File: config.mk
export PLATFORM = sky130hd
export DESIGN_NAME = pb_prog_loader
export DESIGN_NICKNAME = d
export VERILOG_FILES = /design/src/rtl/pb_prog_loader_pkg.sv /design/src/rtl/pb_loader_timeout.sv /design/src/rtl/pb_prog_loader.sv
export SDC_FILE = /design/constraint.sdc
export NUM_CORES = 1
export LEC_CHECK = 0
export BUFFER_PORTS_ARGS = -buffer_cell sky130_fd_sc_hd__buf_2
export CORE_MARGIN = 3
export CORE_UTILIZATION = 60
export CTS_BUF_LIST = sky130_fd_sc_hd__clkbuf_2
export DETAILED_ROUTE_END_ITERATION = 8
export PLACE_DENSITY = 0.77
export RECOVER_POWER = 25
export SLEW_MARGIN = 10
export SYNTH_ARGS = -nofsm -noshare
export SYNTH_HDL_FRONTEND = slang
export SYNTH_SLANG_ARGS = --single-unit
File: constraint.sdc
create_clock -name clk -period 2.3 [get_ports clk]
set_input_delay 0.345 -clock clk [delete_from_list [all_inputs] [get_ports clk]]
set_output_delay 0.345 -clock clk [all_outputs]
set_load 0.02 [all_outputs]
File: src/rtl/pb_prog_loader_pkg.sv
// Shared types and constants for the PicoBlaze serial program loader.
package pb_prog_loader_pkg;

  typedef enum logic [2:0] {
    IDLE,
    LEN_HI,
    LEN_LO,
    DATA,
    CHK
  } state_t;

  localparam logic [1:0] B0 = 2'd0;
  localparam logic [1:0] B1 = 2'd1;
  localparam logic [1:0] B2 = 2'd2;

  localparam logic [7:0] DEFAULT_SYNC_BYTE = 8'hA5;

endpackage

File: src/rtl/pb_loader_timeout.sv
// Inter-byte idle counter; expire pulses during the TIMEOUT_CYCLES-th consecutive idle cycle.
module pb_loader_timeout #(
  parameter int TIMEOUT_CYCLES = 1_000_000
) (
  input  logic clk,
  input  logic reset,
  input  logic clr,
  input  logic en,
  output logic expire
);

  generate
    if (TIMEOUT_CYCLES == 0) begin : g_off
      logic unused_tmo;
      assign unused_tmo = ^{clk, reset, clr, en};
      assign expire     = 1'b0;
    end else begin : g_on
      localparam int CNT_W = $clog2(TIMEOUT_CYCLES + 1);
      logic [CNT_W-1:0] cnt;

      always_ff @(posedge clk) begin
        if (reset || clr) begin
          cnt <= '0;
        end else if (en) begin
          cnt <= cnt + CNT_W'(1);
        end
      end

      // Combinational so the loader leaves the frame on the edge closing this idle cycle.
      assign expire = en && (cnt == CNT_W'(TIMEOUT_CYCLES - 1));
    end
  endgenerate

endmodule

File: src/rtl/pb_prog_loader.sv
// Framed byte-stream loader writing 18-bit PicoBlaze instructions into program RAM port B.
module pb_prog_loader
  import pb_prog_loader_pkg::*;
#(
  parameter int         ADDR_W         = 10,
  parameter logic [7:0] SYNC_BYTE      = DEFAULT_SYNC_BYTE,
  parameter int         TIMEOUT_CYCLES = 1_000_000
) (
  input  logic              clk,
  input  logic              reset,
  input  logic [7:0]        rx_data,
  input  logic              rx_valid,
  output logic              rx_ready,
  output logic [ADDR_W-1:0] mem_addr,
  output logic [17:0]       mem_din,
  output logic              mem_we,
  output logic              cpu_reset,
  output logic              load_ok,
  output logic              load_err
);

  localparam int DEPTH = 2 ** ADDR_W;

  state_t      state;
  state_t      state_nxt;
  logic        accept;
  logic [7:0]  sum;
  logic [7:0]  sum_nxt;
  logic [7:0]  len_hi;
  logic [15:0] len;
  logic [15:0] len_full;
  logic [15:0] word_cnt;
  logic [1:0]  byte_idx;
  logic [1:0]  b0_hold;
  logic [7:0]  b1_hold;
  logic        addr_inc_p1;
  logic        start;
  logic        len_bad;
  logic        wr_word;
  logic        last_word;
  logic        chk_good;
  logic        chk_bad;
  logic        tmo_expire;

  function automatic logic [7:0] sum_add(input logic [7:0] acc, input logic [7:0] b);
    logic [8:0] s;
    s = {1'b0, acc} + {1'b0, b};
    return s[7:0];
  endfunction

  assign accept = rx_valid && rx_ready;

  pb_loader_timeout #(
    .TIMEOUT_CYCLES(TIMEOUT_CYCLES)
  ) u_timeout (
    .clk   (clk),
    .reset (reset),
    .clr   (accept || (state == IDLE)),
    .en    ((state != IDLE) && !accept),
    .expire(tmo_expire)
  );

  always_comb begin
    state_nxt = state;
    start     = 1'b0;
    len_bad   = 1'b0;
    wr_word   = 1'b0;
    chk_good  = 1'b0;
    chk_bad   = 1'b0;
    len_full  = {len_hi, rx_data};
    last_word = (word_cnt == (len - 16'd1));
    sum_nxt   = sum_add(sum, rx_data);
    if (tmo_expire) begin
      state_nxt = IDLE;
    end else if (accept) begin
      case (state)
        IDLE: begin
          if (rx_data == SYNC_BYTE) begin
            state_nxt = LEN_HI;
            start     = 1'b1;
          end
        end
        LEN_HI: state_nxt = LEN_LO;
        LEN_LO: begin
          if ((len_full == 16'd0) || ({1'b0, len_full} > 17'(DEPTH))) begin
            state_nxt = IDLE;
            len_bad   = 1'b1;
          end else begin
            state_nxt = DATA;
          end
        end
        DATA: begin
          if (byte_idx == B2) begin
            wr_word = 1'b1;
            if (last_word) state_nxt = CHK;
          end
        end
        CHK: begin
          state_nxt = IDLE;
          if (sum_nxt == 8'h00) chk_good = 1'b1;
          else                  chk_bad  = 1'b1;
        end
        default: state_nxt = IDLE;
      endcase
    end
  end

  // Stage p0 -> p1: control state, write strobe and registered write word.
  always_ff @(posedge clk) begin
    if (reset) begin
      state       <= IDLE;
      rx_ready    <= 1'b0;
      mem_we      <= 1'b0;
      mem_addr    <= '0;
      mem_din     <= '0;
      cpu_reset   <= 1'b0;
      load_ok     <= 1'b0;
      load_err    <= 1'b0;
      sum         <= '0;
      word_cnt    <= '0;
      byte_idx    <= B0;
      addr_inc_p1 <= 1'b0;
    end else begin
      state       <= state_nxt;
      rx_ready    <= 1'b1;
      mem_we      <= wr_word;
      addr_inc_p1 <= wr_word && !last_word;
      if (wr_word) mem_din <= {b0_hold, b1_hold, rx_data};
      if (start) begin
        cpu_reset <= 1'b1;
        load_ok   <= 1'b0;
        load_err  <= 1'b0;
        sum       <= '0;
        word_cnt  <= '0;
        byte_idx  <= B0;
        mem_addr  <= '0;
      end else begin
        if (accept && (state != IDLE)) sum <= sum_nxt;
        if (accept && (state == DATA)) byte_idx <= (byte_idx == B2) ? B0 : byte_idx + 2'd1;
        if (wr_word) word_cnt <= word_cnt + 16'd1;
        // Address advances one cycle after the strobe so the write sees the old index.
        if (addr_inc_p1) mem_addr <= mem_addr + ADDR_W'(1);
      end
      if (len_bad || chk_bad || tmo_expire) load_err <= 1'b1;
      if (chk_good) begin
        load_ok   <= 1'b1;
        cpu_reset <= 1'b0;
      end
    end
  end

  // Stage p0: frame length and partial instruction bytes.
  always_ff @(posedge clk) begin
    if (accept) begin
      if (state == LEN_HI) len_hi <= rx_data;
      if (state == LEN_LO) len <= len_full;
      if ((state == DATA) && (byte_idx == B0)) b0_hold <= rx_data[1:0];
      if ((state == DATA) && (byte_idx == B1)) b1_hold <= rx_data;
    end
  end

endmodule

# Word level (Yosys, flattened, before mapping)
# Cells that the tools add are included.
[totals] register_bits=117 input_bits=11 out_inout_bits=33
[classes] addsub=6 n_lt_le_gt_ge=1 n_eq_ne=12 n_mux=30 reduce_logical=30
[ops] operator="two-way mux 1 bit" count=24
[ops] operator="adder 20 x 1 -> 20 bit, second input constant" count=1
[ops] operator="equality test 20 bit, second input constant" count=1
[ops] operator="adder 16 x 1 -> 16 bit, second input constant" count=1
[ops] operator="equality test 16 bit" count=1
[ops] operator="greater-than comparator 16 x 11 -> 1 bit, second input constant" count=1
[ops] operator="zero test 16 bit" count=1
[ops] operator="subtractor 16 x 1 -> 16 bit, second input constant" count=1
[ops] operator="one-hot mux 3 bit (4 select lines)" count=1
[ops] operator="adder 10 x 1 -> 10 bit, second input constant" count=1
[ops] operator="two-way mux 3 bit" count=3
[ops] operator="adder 8 bit" count=1
[ops] operator="equality test 8 bit, second input constant" count=1
[ops] operator="logical AND 1 bit" count=8
[ops] operator="zero test 8 bit" count=1
[ops] operator="AND reduction 2 bit" count=4
[ops] operator="equality test 3 x 2 -> 1 bit, second input constant" count=2
[ops] operator="OR reduction 2 bit" count=3
[ops] operator="logical OR 1 bit" count=5
[ops] operator="two-way mux 2 bit" count=2
[ops] operator="inequality test 2 bit, second input constant" count=2
[ops] operator="AND reduction 4 bit" count=1
[ops] operator="nonzero test 2 bit" count=2
[ops] operator="equality test 3 x 1 -> 1 bit, second input constant" count=1
[ops] operator="9 further kinds" count=10

# Longest topological paths before layout
# Gate-level depths: netlist of the first run.
[depth] word_depth=9 depth_mapped=10 mapped_depth_nobuf=10

# Cells and area by module
# Synthesis of the first run repeated with hierarchy kept, for this count alone.
[unflattened] cells_unflattened=605 hier_area_um2=5557.8
[by_module_without_submodules] mod="pb_prog_loader" instances=1 cells_each=492 area_each_um2=4605.7 seq_area_each_um2=2282.2
[by_module_without_submodules] mod="pb_loader_timeout" instances=1 cells_each=113 area_each_um2=952.2 seq_area_each_um2=400.4

# Worst setup path before layout of the first run
# Ideal clock, no wire load.
[synth_path] kind="in2reg" from="input port rx_data[3]" to="register cpu_reset" setup_time_ps=119 arrival_ps=2009 t_required_ps=2181 path_slack_ps=172 path_stages=7 path_buffers=0 path_cell_list="ha_1 > or4_1 > o22ai_1 > xor2_1 > xor2_1 > nand4b_1 > o221a_2"
[synth_via] elab_chain_len=7
[synth_lines] element="from (decl)" line_no="pb_prog_loader.sv:11" source="input logic [7:0] rx_data,"
[synth_lines] element="adder 8 bit" line_no="pb_prog_loader.sv:47" source="s = {1'b0, acc} + {1'b0, b};"
[synth_lines] element="zero test 8 bit" line_no="pb_prog_loader.sv:100" source="if (sum_nxt == 8'h00) chk_good = 1'b1;"
[synth_lines] element="two-way mux 1 bit" line_no="pb_prog_loader.sv:100"
[synth_lines] element="two-way mux 1 bit" line_no="pb_prog_loader.sv:76" source="case (state)"
[synth_lines] element="two-way mux 1 bit" line_no="pb_prog_loader.sv:75" source="end else if (accept) begin"
[synth_lines] element="two-way mux 1 bit" line_no="pb_prog_loader.sv:73" source="if (tmo_expire) begin"
[synth_lines] element="OR reduction 2 bit (no source line)"
[synth_lines] element="to (signal assigned)" line_no="pb_prog_loader.sv:116" source="cpu_reset <= 1'b0;"
[synth_lines] element="to (signal assigned)" line_no="pb_prog_loader.sv:130" source="cpu_reset <= 1'b1;"
[synth_lines] element="to (signal assigned)" line_no="pb_prog_loader.sv:147" source="cpu_reset <= 1'b0;"
[synth_lines] element="to (decl)" line_no="pb_prog_loader.sv:17" source="output logic cpu_reset,"
# Several ways; a longest one is shown, not always the timed one.
# A chain may end at the register's enable or synchronous reset.

# Worst setup path after layout of the first run
[layout_path] from="register len[5]" to="register state[2]"
[layout_via] elab_chain_len=4
[layout_lines] element="from (decl)" line_no="pb_prog_loader.sv:30" source="logic [15:0] len;"
[layout_lines] element="from (signal assigned)" line_no="pb_prog_loader.sv:156" source="if (state == LEN_LO) len <= len_full;"
[layout_lines] element="subtractor 16 x 1 -> 16 bit" line_no="pb_prog_loader.sv:71" source="last_word = (word_cnt == (len - 16'd1));"
[layout_lines] element="equality test 16 bit" line_no="pb_prog_loader.sv:71"
[layout_lines] element="inequality test 2 bit (no source line)"
[layout_lines] element="AND reduction 4 bit (no source line)"
[layout_lines] element="to (signal assigned)" line_no="pb_prog_loader.sv:124" source="state <= state_nxt;"
[layout_lines] element="to (decl)" line_no="pb_prog_loader.sv:24" source="state_t state;"
# Every way passes these cells.

==> flow_metrics.tcl, run 1 <==
set metrics [dict create \
    outcome "complete, no violations" \
    clock-skew-final_ps 37.0 \
    areaGrowthSynthToFinish_pct 17.8 \
    finalWirelength_um 12000 \
    cts.reportedPaths.clkPinSlew_ps 180 \
    setup-tns-final_ps 0 \
    dpl.cell_count 708 \
    chipWidth_um 99.9 \
    via_per_inst 5.77 \
    syn-instance-count 552 \
    cpMaxStageDelayCell "or4_4" \
    antennaDiodeCount 0 \
    max-slew-margin-rel_pct 28.1 \
    grt_first_pass_wirelength_um 19400 \
    rsz0062_at_grt "true" \
    synth_edf_count 34 \
    start_util_pct 63.1 \
    synthDistinctLibCells 57 \
    finish.cell_count_without_fillers 750 \
    placement.cell_area_um2 5760 \
    worstHoldStart "rx_data[6]" \
    switchingPower_uw 881 \
    detailed_route_via_count 4330 \
    ant_nets 0 \
    ys_async_sr_fraction_pct 0 \
    timing.reg2reg.setup_slack_ps 20 \
    crit_chain "or4_4 -> nor4b_4 -> and3b_1 -> a21o_1 -> nand3_2 -> nor3_4 -> o221a_1" \
    path_buf_inv 0 \
    max_clock_freq_mhz 438 \
    nNetsFinal 655 \
    routedWlPerCell_um 15.9 \
    leakage_uw 0.00232 \
    grt_antenna_before_repair 0 \
    min_period_ps 2280 \
    die_area_um2 9980 \
    share_comb_of_total_power_pct 2.6 \
    drc 0 \
    finalInstanceArea_um2 6230 \
    synthFlopType "dfxtp_1" \
    area_occupied_by_multi_input_gates_um2 2600 \
    muxShareOfSynthArea_pct 0.757 \
    worstPathMaxFanout 3 \
    htree_num_levels 4 \
    detailed_router_s_first_iteration_violation_count 225 \
    worst_slew_pin_slew_ps 1080 \
    grt_overflow 0 \
    peakVddDrop_mv 0.415 \
    share_of_post_route_cells_with_drive_strength_above_1_pct 18.9 \
    p_per_area_nw_per_um2 621 \
    setup_violation_total_in_the_final_timing_report 0 \
    cts_max_path_buffers 2 \
    critical_path_arrival_ps 2850 \
    grt_max_degree 37 \
    swShare_pct 22.8 \
    ys_seq_area_share_pct 50.7 \
    slew_violations 0 \
    postSynthNetCount 575 \
    start_kind "flip-flop" \
    layout_worst_path_cycle_share_pct 99.2 \
    clock_tree.root_cell "clkbuf_2" \
    ys.warnings.count 0 \
    critPathCaptureType "flip-flop" \
    finalHoldViolCount 0 \
    regArea_um2 2680 \
    drt_pre_antenna_iters 5 \
    numCtsBuffers 17 \
    total_power_uw 3870 \
    critPathMaxStageDelay_ps 580 \
    crit_required_ps 2870 \
    timing.critical_path.max_delay_family "simple AND/OR/NAND/NOR gates" \
    worst_hold_path_type "input port to flip-flop" \
    synth_compound_gate_area_share_pct 8.49 \
    synth_top_family_by_area "simple AND/OR/NAND/NOR gates" \
    tritoncts_num_sinks 117 \
    vias_in_the_first_global_route 4171 \
    r2r-start "len[5]$_DFFE_PP_" \
    regToRegEndpoint "state[2]$_SDFFE_PP0P_" \
    routabilityCongestion 0.922 \
    r2r.worst_path.cells 7 \
    hold-path-endpoint "mem_din[6]$_SDFFE_PP0P_" \
    clock_insertion_delay_worst_skew_ps 640 \
    cellInternalPower_uw 2990 \
    grt_usage_pct 24.4 \
    place_hpwl_um 8250 \
    die_height_um 99.9 \
    tritoncts "yes" \
    pin_count 44 \
    timing_worst_setup_path_type "flip-flop to flip-flop" \
    place.port_buffers 43 \
    syn-mean-instance-area_um2 9.58 \
    core_region_area_um2 8380 \
    timing.max_cap.violations 0 \
    synth_xor_xnor_area_share_pct 10.4 \
    rows 33 \
    synth_seq_cells 117 \
    syn_area_um2 5290 \
    post_synth_adder_cell_area_pct 2.98 \
    worst_hold_path.num_cells 4 \
    synth-simple-area-share_pct 24.6 \
    num-fill-cells 594 \
    clock_power_share_pct 42.7 \
    share_seq_of_total_power_pct 54.8 \
]
[power by group through the flow]
| stage | logic (uW) | clock network [uW] | registers [uW] |
|---|---|---|---|
| final | 99.3 | 1650 | 2120 |
| after global routing | 106 | 1780 | 2120 |
| after CTS | 98.7 | 1690 | 2120 |
| after detailed placement | 96.5 | 0 | 2160 |
| after global placement | 93.3 | 0 | 2160 |
| after floorplan | 38.0 | 0 | 2160 |
[cell usage in the layout (no fill, tap or decap), types with 4 or more instances in the layout]
cell and instances:
nor3_1 18, and3_1 12, mux2i_1 4, clkbuf_1 17, a21oi_1 38, clkinv_4 4
nand3_1 22, xnor2_1 26, o21ai_0 13, nand4_1 12, xor2_1 34, inv_1 10
buf_2 34, nor2_1 58, edfxtp_1 34, bufinv_16 5, buf_4 20, nand2_1 73
nor3b_1 5, dfxtp_1 82, ha_1 9, clkbuf_2 18, or3_1 11
[how the worst max path moves through the flow]
stage	slack (ps)	depth (start not counted)	endpoint	from
after floorplan	170	7	cpu_reset$_SDFFE_PP0P_	rx_data[3]
after global placement	30	8	cpu_reset$_SDFFE_PP0P_	rx_data[5]
after detailed placement	-40	11	cpu_reset$_SDFFE_PP0P_	rx_data[0]
after CTS	10	9	state[2]$_SDFFE_PP0P_	len[0]$_DFFE_PP_
after global routing	-80	10	state[2]$_SDFFE_PP0P_	len[1]$_DFFE_PP_
final	20	7	state[2]$_SDFFE_PP0P_	len[5]$_DFFE_PP_
[final cells by class]
cell class	instances	area share, %
Sequential cell	117	43.1
Clock buffer	18	1.45
Tap cell	105	2.11
Inverter	12	0.723
Multi-Input combinational cell	408	41.8
Timing Repair Buffer	76	7.29
Clock inverter	14	3.61
[cell families (layout without fill, tap and decap cells)]
group / after synthesis / in the layout
DFF: 117 / 117
buffers and inverters: 27 / 120
muxes: 4 / 4
xor gates and xnor gates: 63 / 63
adders and majority gates: 12 / 12
and+or+nand+nor: 253 / 253
AOI/OAI and AO/OA: 76 / 76
[worst min-delay path, stage by stage]
cell and delay [ps]:
clkbuf_1 120, clkbuf_1 190, nand2_1 100, a21oi_1 60
[per-layer routing]
layer,wire [um],track usage (%)
met3,588,5.49
met4,337,10.2
met1,4910,29.6
met5,0,0
met2,6120,41.7
[Yosys cell counts, types with 2 or more instances]
master    number  share of area (%)
dfxtp_1       83                 31
nand2_1       73                5.2
nor2_1        59                4.2
a21oi_1       40                3.8
xor2_1        36                6.0
edfxtp_1      34                 19
xnor2_1       27                4.5
nand3_1       22                2.1
nor3_1        19                1.8
clkbuf_1      13               0.92
o21ai_0       13                1.2
and3_1        12                1.4
inv_1         12               0.85
nand4_1       12                1.4
ha_1          11                2.6
or3_1         11                1.3
nor3b_1        5               0.71
a211oi_1       4               0.57
mux2i_1        4               0.76
nor2b_1        4               0.47
nor4_1         4               0.47
nand2b_1       3               0.35
nand3b_1       3               0.43
o21a_1         3               0.43
o22ai_1        3               0.35
a21o_1         2               0.28
a31oi_1        2               0.24
and2_1         2               0.24
and3b_1        2               0.33
and4_1         2               0.33
nor3_2         2               0.38
nor4_2         2               0.47
nor4b_1        2               0.33
or3_4          2               0.43
or4_1          2               0.28
[flip-flops by register name, summed over array words and instances (netlist names)]
register and count:
b1_hold 8, len_hi 8, len 16, load_ok 1, u_timeout.g_on.cnt 20, byte_idx 2
mem_we 1, b0_hold 2, mem_addr 10, mem_din 18, load_err 1, sum 8
addr_inc_p1 1, rx_ready 1, word_cnt 16, cpu_reset 1, state 3
[timing repair]
action / in CTS / in global routing
setup buffers: 0 / 7
gates resized for setup: 1 / 22
pin swaps: 0 / 20
endpoints found under the setup margin: 1 / 8
endpoints found under the hold margin: 3 / 4
hold buffers: 1 / 2
[stage by stage]
stage | setup slack (ps) | hold slack (ps) | util (%)
2_1_floorplan | 172 | 417 | -
3_3_place_gp | 26.5 | 425 | 68.7
3_5_place_dp | -43.4 | 429 | 68.7
4_1_cts | 12.3 | 2.02 | 72.7
5_1_grt | -83.7 | 153 | 74.4
6_report | 17.9 | 204 | 74.4
(Power assumes the default switching activity.)
==> run 2: changes to the inputs <==
- ABC_AREA: unset -> 1
==> run 2 against run 1 <==
First-iteration DRC count is 22% higher. Via count rose by 6.5%. Combinational power grew 14%. Fmax up 5.9%. Setup slack gained 130 ps. Utilization fell by 3.8 points. Total power down 8.7%.
==> flow_metrics.tcl, run 2 <==
set metrics [dict create \
    vias_in_the_first_global_route 4346 \
    numCtsBuffers 17 \
    antennaDiodeCount 0 \
    worst_setup_slack_post_dpl_ps 53.0 \
    synth_top_area_share_pct 30.3 \
    worst_slew_pin_slew_ps 995 \
    rows 34 \
    via_per_inst 5.25 \
    min_period_ps 2150 \
    grt_first_pass_wirelength_um 19700 \
    cpMaxStageDelayCell "edfxtp_1" \
    ant_nets 0 \
    detailed_route_via_count 4611 \
    start_util_pct 62.3 \
    syn-mean-instance-area_um2 8.03 \
    synthFlopType "dfxtp_1" \
    chipWidth_um 102 \
    synth_edf_count 34 \
    worstHoldStart "rx_valid" \
    critical_path_arrival_ps 2720 \
    htree_num_levels 4 \
    grt_antenna_before_repair 0 \
    clock-skew-final_ps 28.0 \
    top_register "u_timeout.g_on.cnt" \
    die_area_um2 10300 \
    cts_max_path_buffers 2 \
    timing_worst_setup_path_type "flip-flop to flip-flop" \
    layout_worst_path_cycle_share_pct 93.6 \
    tritoncts_num_sinks 117 \
    startpoint "len[0]$_DFFE_PP_" \
    share_seq_of_total_power_pct 60.1 \
    timing.max_cap.violations 0 \
    peakVddDrop_mv 0.527 \
    largest_reg_flops 20 \
    ys_async_sr_fraction_pct 0 \
    die_height_um 102 \
    finalInstanceArea_um2 6210 \
    share_of_post_route_cells_with_drive_strength_above_1_pct 13.1 \
    switchingPower_uw 954 \
    routedWlPerCell_um 13.2 \
    syn_area_um2 5480 \
    clock_tree.root_cell "clkbuf_2" \
    finalHoldViolCount 0 \
    critPathCaptureType "flip-flop" \
    areaGrowthSynthToFinish_pct 13.2 \
    drt_pre_antenna_iters 5 \
    dpl.cell_count 837 \
    largestRegisters "u_timeout.g_on.cnt x20, mem_din x18" \
    setup_violation_total_in_the_final_timing_report 0 \
    critPathMaxStageDelay_ps 450 \
    timing.reg2reg.setup_slack_ps 150 \
    outcome "complete, no violations" \
    worst_hold_path_type "input port to flip-flop" \
    ys.warnings.count 0 \
    max-slew-margin-rel_pct 33.7 \
    path_buf_inv 3 \
    finish.cell_count_without_fillers 878 \
    grt_overflow 0 \
    p_per_area_nw_per_um2 569 \
    layout.cells.most_common_list "146 x nand2_1, 84 x nor2_1, 81 x dfxtp_1" \
    finalWirelength_um 11600 \
    grt_usage_pct 24.0 \
    nNetsFinal 780 \
    detailed_router_s_first_iteration_violation_count 274 \
    share_comb_of_total_power_pct 3.2 \
    start_kind "flip-flop" \
    max_clock_freq_mhz 464 \
    fin_worst_hold_slack_ps 267 \
    swShare_pct 27.0 \
    cellInternalPower_uw 2580 \
    syn-instance-count 683 \
    most_common_cell_after_layout_fill_and_taps_aside "nand2_1" \
    core_region_area_um2 8810 \
    drc 0 \
    crit_chain "inv_1 -> ha_1 -> inv_1 -> nand2_1 -> nand2_1 -> xor2_1 -> nor3_1 -> nand3_1 -> o21ai_2 -> nand3_1 -> o21ai_0 -> inv_1" \
    leakage_uw 0.00252 \
    place_hpwl_um 8570 \
    postSynthNetCount 706 \
    layout_setup_ws_ps 146 \
    crit_top_cell "inv_1" \
    routabilityCongestion 0.845 \
    cts.reportedPaths.clkPinSlew_ps 210 \
    synth_top_cell_by_area "dfxtp_1" \
    placement.cell_area_um2 5910 \
    crit_required_ps 2860 \
    pin_count 44 \
    yosys-top-cells-area "dfxtp_1 30%, edfxtp_1 19%, nand2_1 10%, nor2_1 5.7%, inv_1 5.5%" \
    timing.critical_path.max_delay_family "simple AND/OR/NAND/NOR gates" \
    yosys.cell_count.top_type "nand2_1" \
    synth_seq_cells 117 \
    grt_max_degree 23 \
    synthDistinctLibCells 36 \
    r2r-start "len[0]$_DFFE_PP_" \
    clock_insertion_delay_worst_skew_ps 650 \
    worstPathMaxFanout 4 \
    ys_seq_area_share_pct 48.9 \
    tritoncts "yes" \
    place.port_buffers 43 \
    slew_violations 0 \
    ys_top_cells_by_count "147 x nand2_1, 84 x nor2_1, 83 x dfxtp_1" \
    clock_power_share_pct 36.7 \
    setup-tns-final_ps 0 \
]
==> run 2: cell types whose count changed after synthesis, sizes merged, moves of 10 or more <==
cell / change
a21oi: +18
and3: -10
inv: +69
nand2: +77
nand3: +18
nor2: +31
o21ai: +18
or3: -14
xnor2: -12
xor2: -19
==> run 2: what timing repair did <==
action                                  CTS  global route
gates resized for setup                   0             7
endpoints found under the setup margin    0             7
hold buffers                              7             1
endpoints found under the hold margin    28             2
buffers inserted                          0             1
==> run 2: stage by stage <==
stage               total power, uW  utilization, %
detailed placement             2270            67.1
finish                         3530            70.5
global route                   3690            70.5
floorplan                      2230               -
CTS                            3580            70.6
global placement               2270            67.1
==> run 2: worst reg2reg max path: cells and delay by family (launching register included) <==
family / cells / cell delay (ps)
simple gates: 5 / 630
flops: 1 / 450
compound gates: 2 / 390
fa+ha+maj: 1 / 230
buf+inv: 3 / 230
xor+xnor: 1 / 140
==> run 2: cells by family after synthesis <==
family	share of synthesized area, %
xor gates and xnor gates	5.11
adders and majority gates	2.87
and+or+nand+nor	27.1
AOI/OAI and AO/OA	9.63
buffers and inverters	6.37
DFF	48.9
==> run 2: final timing paths <==
path	to	cells past startpoint
min	load_err$_SDFFE_PP0P_	5
max reg2reg	state[0]$_SDFFE_PP0P_	12
max	state[0]$_SDFFE_PP0P_	12
min reg2reg	u_timeout.g_on.cnt[0]$_SDFFE_PP0P_	1
==> run 2: final cells by class <==
type / count / area, um^2
clock buffer: 17 / 85.1
clock inverter: 15 / 146
fill: 717 / 2600
inverter: 81 / 304
multi-input combinational: 474 / 2460
sequential: 117 / 2690
tap: 108 / 135
timing repair buffer: 66 / 392
==> run 2: power by group through the flow <==
stage               sequential [uW]  clock, uW  combinational, uW
floorplan                      2170          0               57.3
global placement               2170          0                105
detailed placement             2170          0                106
CTS                            2130       1340                116
global route                   2130       1440                127
finish                         2120       1300                113
==> run 2: per-layer routing <==
layer  global-route usage [%]  wire [um]  up-vias
met5                        0          0        -
met1                     30.3       5160     2090
met3                     6.27        511       15
met4                     8.18        197        0
met2                     40.2       5700      118
li1                         -          -     2388
